--- src/rtl/dco_tune_ctrl.sv ---
// dco_tune_ctrl: sequences DCO stop/retune requests from two requesters
// (0 = software SFR path, 1 = hardware power manager, 1 has priority). It
// drives the SFR hardware-update ports for dco_ctrl and dco_cnt so that the DCO
// is stopped, settled, reprogrammed and restarted without runt pulses.
//
// Handshake: reqX_valid rises with en/dcnt stable and stays high until
// reqX_ack. reqX_ack is a one-cycle pulse issued in DONE. en/dcnt are captured
// at grant. A valid that is still high in the first IDLE cycle after its ack
// is treated as a new request.
//
// Field layout assumed for the SFR words: dco_ctrl.on is bit 0 and dco_cnt.dcnt
// occupies bits [N-1:0]. All other bits are neither read nor written.
module dco_tune_ctrl #(
   parameter int DATA_WIDTH = 32,
   parameter int N          = 20,
   parameter int SETTLE_CYC = 4
) (
   input  logic                  sys_clk,
   input  logic                  sys_rst_n,
   input  logic [DATA_WIDTH-1:0] dco_ctrl,
   input  logic [DATA_WIDTH-1:0] dco_cnt,
   input  logic                  dco_clk_out,
   input  logic                  req0_valid,
   input  logic                  req0_en,
   input  logic [N-1:0]          req0_dcnt,
   input  logic                  req1_valid,
   input  logic                  req1_en,
   input  logic [N-1:0]          req1_dcnt,
   output logic                  req0_ack,
   output logic                  req1_ack,
   output logic                  busy,
   output logic                  tune_err,
   output logic [DATA_WIDTH-1:0] hw_up_dco_ctrl,
   output logic [DATA_WIDTH-1:0] hw_val_dco_ctrl,
   output logic [DATA_WIDTH-1:0] hw_up_dco_cnt,
   output logic [DATA_WIDTH-1:0] hw_val_dco_cnt,
   output logic [2:0]            state_dbg
);

   typedef enum logic [2:0] {
      S_IDLE      = 3'd0,
      S_DISABLE   = 3'd1,
      S_SETTLE    = 3'd2,
      S_LOAD      = 3'd3,
      S_ENABLE    = 3'd4,
      S_WAIT_EDGE = 3'd5,
      S_DONE      = 3'd6
   } state_t;

   localparam logic [DATA_WIDTH-1:0] ON_MASK   = {{(DATA_WIDTH-1){1'b0}}, 1'b1};
   localparam logic [DATA_WIDTH-1:0] DCNT_MASK = {{(DATA_WIDTH-N){1'b0}}, {N{1'b1}}};
   localparam logic [7:0]            SETTLE_LAST = 8'(SETTLE_CYC - 1);
   // 2^(N+1): long enough for a stale counter above the new dcnt to wrap
   localparam logic [N+1:0]          WAIT_LIMIT  = {2'b10, {N{1'b0}}};
   localparam logic [N+1:0]          WAIT_ONE    = {{(N+1){1'b0}}, 1'b1};

   state_t         state, state_n;
   logic           gid, gid_n;
   logic           cap_en, cap_en_n;
   logic [N-1:0]   cap_dcnt, cap_dcnt_n;
   logic [7:0]     scnt, scnt_n;
   logic [N+1:0]   wcnt, wcnt_n;
   logic           err_n;
   logic           clk_q;

   logic           dco_on;
   logic [N-1:0]   cur_dcnt;
   logic           any_valid;
   logic           sel_en;
   logic [N-1:0]   sel_dcnt;
   logic           unused_bits;

   assign dco_on      = dco_ctrl[0];
   assign cur_dcnt    = dco_cnt[N-1:0];
   assign any_valid   = req0_valid | req1_valid;
   assign sel_en      = req1_valid ? req1_en   : req0_en;
   assign sel_dcnt    = req1_valid ? req1_dcnt : req0_dcnt;
   assign unused_bits = ^{dco_ctrl[DATA_WIDTH-1:1], dco_cnt[DATA_WIDTH-1:N]};
   assign state_dbg   = state;

   // Next-state, capture and counter logic
   always_comb begin
      state_n    = state;
      gid_n      = gid;
      cap_en_n   = cap_en;
      cap_dcnt_n = cap_dcnt;
      scnt_n     = scnt;
      wcnt_n     = wcnt;
      err_n      = tune_err;
      case (state)
         S_IDLE: begin
            if (any_valid) begin
               gid_n      = req1_valid;
               cap_en_n   = sel_en;
               cap_dcnt_n = sel_dcnt;
               err_n      = 1'b0;
               scnt_n     = '0;
               wcnt_n     = '0;
               if (sel_en) begin
                  if (dco_on && (cur_dcnt == sel_dcnt)) state_n = S_DONE;
                  else if (dco_on)                      state_n = S_DISABLE;
                  else                                  state_n = S_LOAD;
               end else begin
                  state_n = dco_on ? S_DISABLE : S_DONE;
               end
            end
         end
         S_DISABLE: begin
            scnt_n  = '0;
            state_n = S_SETTLE;
         end
         S_SETTLE: begin
            if (scnt == SETTLE_LAST) state_n = cap_en ? S_LOAD : S_DONE;
            else                     scnt_n  = scnt + 8'd1;
         end
         S_LOAD: begin
            state_n = S_ENABLE;
         end
         S_ENABLE: begin
            wcnt_n  = '0;
            state_n = S_WAIT_EDGE;
         end
         S_WAIT_EDGE: begin
            wcnt_n = wcnt + WAIT_ONE;
            if (dco_clk_out != clk_q) begin
               state_n = S_DONE;
            end else if ((wcnt + WAIT_ONE) == WAIT_LIMIT) begin
               err_n   = 1'b1;
               state_n = S_DONE;
            end
         end
         S_DONE: begin
            state_n = S_IDLE;
         end
         default: begin
            state_n = S_IDLE;
         end
      endcase
   end

   // State, capture and counter registers
   always_ff @(posedge sys_clk or negedge sys_rst_n) begin
      if (!sys_rst_n) begin
         state    <= S_IDLE;
         gid      <= 1'b0;
         cap_en   <= 1'b0;
         cap_dcnt <= '0;
         scnt     <= '0;
         wcnt     <= '0;
         tune_err <= 1'b0;
         clk_q    <= 1'b0;
      end else begin
         state    <= state_n;
         gid      <= gid_n;
         cap_en   <= cap_en_n;
         cap_dcnt <= cap_dcnt_n;
         scnt     <= scnt_n;
         wcnt     <= wcnt_n;
         tune_err <= err_n;
         clk_q    <= dco_clk_out;
      end
   end

   // Registered outputs, decoded from the state being entered
   always_ff @(posedge sys_clk or negedge sys_rst_n) begin
      if (!sys_rst_n) begin
         busy            <= 1'b0;
         req0_ack        <= 1'b0;
         req1_ack        <= 1'b0;
         hw_up_dco_ctrl  <= '0;
         hw_val_dco_ctrl <= '0;
         hw_up_dco_cnt   <= '0;
         hw_val_dco_cnt  <= '0;
      end else begin
         busy            <= (state_n != S_IDLE);
         req0_ack        <= (state_n == S_DONE) && !gid_n;
         req1_ack        <= (state_n == S_DONE) &&  gid_n;
         hw_up_dco_ctrl  <= ((state_n == S_DISABLE) || (state_n == S_ENABLE)) ? ON_MASK : '0;
         hw_val_dco_ctrl <= (state_n == S_ENABLE) ? ON_MASK : '0;
         hw_up_dco_cnt   <= (state_n == S_LOAD) ? DCNT_MASK : '0;
         hw_val_dco_cnt  <= (state_n == S_LOAD) ? {{(DATA_WIDTH-N){1'b0}}, cap_dcnt_n} : '0;
      end
   end

endmodule

--- config.mk ---
export PLATFORM = sky130hd
export DESIGN_NAME = dco_tune_ctrl
export DESIGN_NICKNAME = d
export VERILOG_FILES = /design/src/rtl/dco_tune_ctrl.sv
export SDC_FILE = /design/constraint.sdc
export NUM_CORES = 1
export LEC_CHECK = 0
export CORE_MARGIN = 10
export CORE_UTILIZATION = 38
export DETAILED_ROUTE_END_ITERATION = 7
export GPL_ROUTABILITY_DRIVEN = 0
export PLACE_DENSITY_LB_ADDON = 0.15
export SLEW_MARGIN = 15
export SYNTH_ARGS = -nofsm -noshare
export SYNTH_HDL_FRONTEND = slang
export SYNTH_SLANG_ARGS = --single-unit
--- constraint.sdc ---
create_clock -name sys_clk -period 2.6 [get_ports sys_clk]
set_input_delay 0.39 -clock sys_clk [delete_from_list [all_inputs] [get_ports sys_clk]]
set_output_delay 0.39 -clock sys_clk [all_outputs]
set_load 0.005 [all_outputs]
==> flow_metrics.env <==
export IMPL_synth_seq_cells=83
export IMPL_vias=4286
export IMPL_netlist_instances=567
export IMPL_cp_arrival_ns=2.75
export IMPL_die_width_um=138
export IMPL_syn_area_per_cell_um2=9.34
export IMPL_antenna_found_initial=0
export IMPL_worst_path_buf_inv=2
export IMPL_dpl_cell_area_um2=6590
export IMPL_finalWorstSetupSlack_ns=0.0791
export IMPL_cts_tree="done"
export IMPL_drive_gt1_share_pct=19.8
export IMPL_ys_warn_count=0
export IMPL_power_mw=5.43
export IMPL_cap_violations=0
export IMPL_netlist_top_cells_count="buf_4 (110), dfrtp_1 (83), o21ai_0 (64), nand2_1 (52), nor2_1 (28)"
export IMPL_seq_area_frac_synth_pct=39.2
export IMPL_criticalPathCategory="reg2reg"
export IMPL_clock_skew_ns=0.00783
export IMPL_timing_final_crit_share_pct=97.0
export IMPL_crit_chain="ha_2, nand4_1, buf_6, nor4_4, xnor2_1, o2111ai_2, nor4_4, o211a_4, buf_12, nor3b_2"
export IMPL_cts_made_buffers=9
export IMPL_max_stage_delay_ns=0.40
export IMPL_grt_pass1_wl_mm=23.3
export IMPL_p_per_area_nw_per_um2=769
export IMPL_crit_slowest_cell="dfrtp_1"
export IMPL_hold_viol=0
export IMPL_io_buffer_count=116
export IMPL_die_y_um=138
export IMPL_antenna_cells=0
export IMPL_nets=832
export IMPL_crit_top_cell="nor4_4"
export IMPL_syn2layout_area_growth_pct=33.3
export IMPL_grt_ovfl_total=0
export IMPL_place_inst=877
export IMPL_period_minus_slack_ns=2.52
export IMPL_irDropWorstVdd_uv=379
export IMPL_clock_sinks=83
export IMPL_fmax_ghz=0.397
export IMPL_clock_latency_ns=0.35
export IMPL_status="complete, no violations"
export IMPL_clock_path_buffers=2
export IMPL_pre_cts_ws_ns=-0.602
export IMPL_htreeDepth=3
export IMPL_critPathCaptureType="flip-flop"
export IMPL_slew_viol_final=0
export IMPL_p_leak_nw=3.15
export IMPL_dieArea_um2=19100
export IMPL_start_util_pct=38.5
export IMPL_rsz0062_at_grt="true"
export IMPL_avgViaCountPerCell=4.74
export IMPL_fillers=1324
export IMPL_cp_required_ns=2.83
export IMPL_drtIter0Drc=291
export IMPL_fin_cells=904
export IMPL_ios=246
export IMPL_worstHoldPathType="in2async"
export IMPL_synth_enable_flop_cells=0
export IMPL_grtUsageTotal_pct=14.6
export IMPL_wl_per_cell_um=16.0
export IMPL_cp_start_kind="flip-flop"
export IMPL_cts_hold_buf=0
export IMPL_whs_ns=0.00420
export IMPL_ys_async_sr_fraction_pct=100
export IMPL_routed_wl_mm=14.5
export IMPL_cp_max_fo=13
export IMPL_path_delay_family="simple AND/OR/NAND/NOR gates"
export IMPL_synth_top_area_cell="dfrtp_1"
export IMPL_grt_pass1_vias=4454
export IMPL_antenna_left=0
export IMPL_final_cell_area_um2=7060
export IMPL_drc_errors=0
export IMPL_yosysMostFrequentCell="buf_4"
export IMPL_clk_pin_slew_worst_paths_ns=0.06
export IMPL_dr_pass1_iters=4
export IMPL_core_area_um2=13800
export IMPL_synth_cell_types=63
export IMPL_num_rows=43
export IMPL_grt_max_degree=52
export IMPL_setup_viol=0
export IMPL_synth_area_top_cells="dfrtp_1 (39%), buf_4 (16%), o21ai_0 (6.0%), xnor2_1 (4.3%), mux2i_1 (4.2%)"
export IMPL_synth_ff_type="dfrtp_1"
export IMPL_synth_top_area_share_pct=39.2
export IMPL_cts_root_buf="clkbuf_16"
export IMPL_dpl_hpwl_mm=11.2
export IMPL_syn_area_um2=5300
-- worst reg2reg max path: cells and delay by family (launching register included) --
kind                     cells  cell delay [ns]
XOR/XNOR                     1             0.19
AND/OR/NAND/NOR              4             0.86
buffers and inverters        2             0.35
flip-flops                   1             0.40
adder cells (fa/ha/maj)      1             0.20
AO/OA/AOI/OAI                2             0.42
-- cell type report --
cell class                      count  area, um2  area share (%)
Clock inverter                      6       42.5           0.602
Multi-Input combinational cell    420       2640            37.4
Sequential cell                    83       2080            29.4
Inverter                           10       37.5           0.531
Clock buffer                       10        229            3.24
Tap cell                          180        225            3.19
Timing Repair Buffer              195       1810            25.7
-- per-layer routing --
metal	track usage, %	part of all wire, %
met4	5.44	2.1
met5	0	0
met2	23.6	49
met1	16.4	39
met3	6.88	10
-- placed cells by master (no fill, tap or decap), types with 4 or more instances in the layout --
| master | count |
|---|---|
| nor4_1 | 6 |
| buf_4 | 74 |
| conb_1 | 86 |
| clkdlybuf4s50_1 | 114 |
| and3_1 | 6 |
| clkinvlp_4 | 5 |
| mux2i_1 | 18 |
| a21oi_1 | 7 |
| nand3_1 | 14 |
| inv_1 | 10 |
| nand2b_1 | 5 |
| nand2_1 | 52 |
| nor2_1 | 28 |
| nor3_1 | 6 |
| nor3b_2 | 19 |
| a31oi_1 | 5 |
| buf_12 | 4 |
| nand4_1 | 8 |
| clkbuf_16 | 9 |
| o21ai_0 | 62 |
| xnor2_1 | 26 |
| o31ai_1 | 6 |
| nor4_4 | 4 |
| dfrtp_1 | 82 |
-- power by group --
group | leakage [nW] | internal (mW) | switching, mW | total (mW)
combinational | 1.93 | 1.27 | 1.22 | 2.49
sequential | 1.11 | 1.61 | 0.160 | 1.77
clock | 0.117 | 0.645 | 0.529 | 1.17
-- cells by family after synthesis --
| kind of cell | Yosys count | synth area share, % |
|---|---|---|
| simple gates | 171 | 19.3 |
| buf+inv | 149 | 19.1 |
| compound gates | 110 | 12.8 |
| flops | 83 | 39.2 |
| xor+xnor | 28 | 4.63 |
| mux | 23 | 4.37 |
| fa+ha+maj | 2 | 0.472 |
| other cells | 1 | 0.0708 |
-- state kept, by name, summed over array words and instances (netlist names) --
register         flops
hw_up_dco_cnt        1
cap_en               1
req1_ack             1
tune_err             1
req0_ack             1
gid                  1
state_dbg            3
busy                 1
hw_val_dco_ctrl      1
scnt                 8
hw_val_dco_cnt      20
clk_q                1
cap_dcnt            20
hw_up_dco_ctrl       1
wcnt                22
-- timing repair --
item / 4_1_cts / 5_1_grt
buffers inserted: 0 / 11
gates resized for setup: 8 / 18
setup endpoints to repair: 27 / 25
pin swaps: 2 / 13
-- final timing paths --
check,slack (ns),depth (start not counted),start,end
setup / recovery,0.08,10,wcnt[1],hw_val_dco_cnt[4]
max in group asynchronous,1.97,2,sys_rst_n,hw_val_dco_cnt[2]
hold / removal,0.004,1,sys_rst_n,scnt[3]
setup reg to reg,0.08,10,wcnt[1],hw_val_dco_cnt[4]
min in group sys_clk,0.48,1,scnt[7],scnt[7]
hold reg to reg,0.48,1,scnt[7],scnt[7]
-- metrics by stage --
step	TNS, ns	util (%)
floorplan	0	-
global placement	-14.21	47.9
detailed placement	-15.42	47.9
CTS	0	50.0
global route	-0.481	51.3
finish	0	51.3
Note: power is estimated with default switching activity, not from simulation.
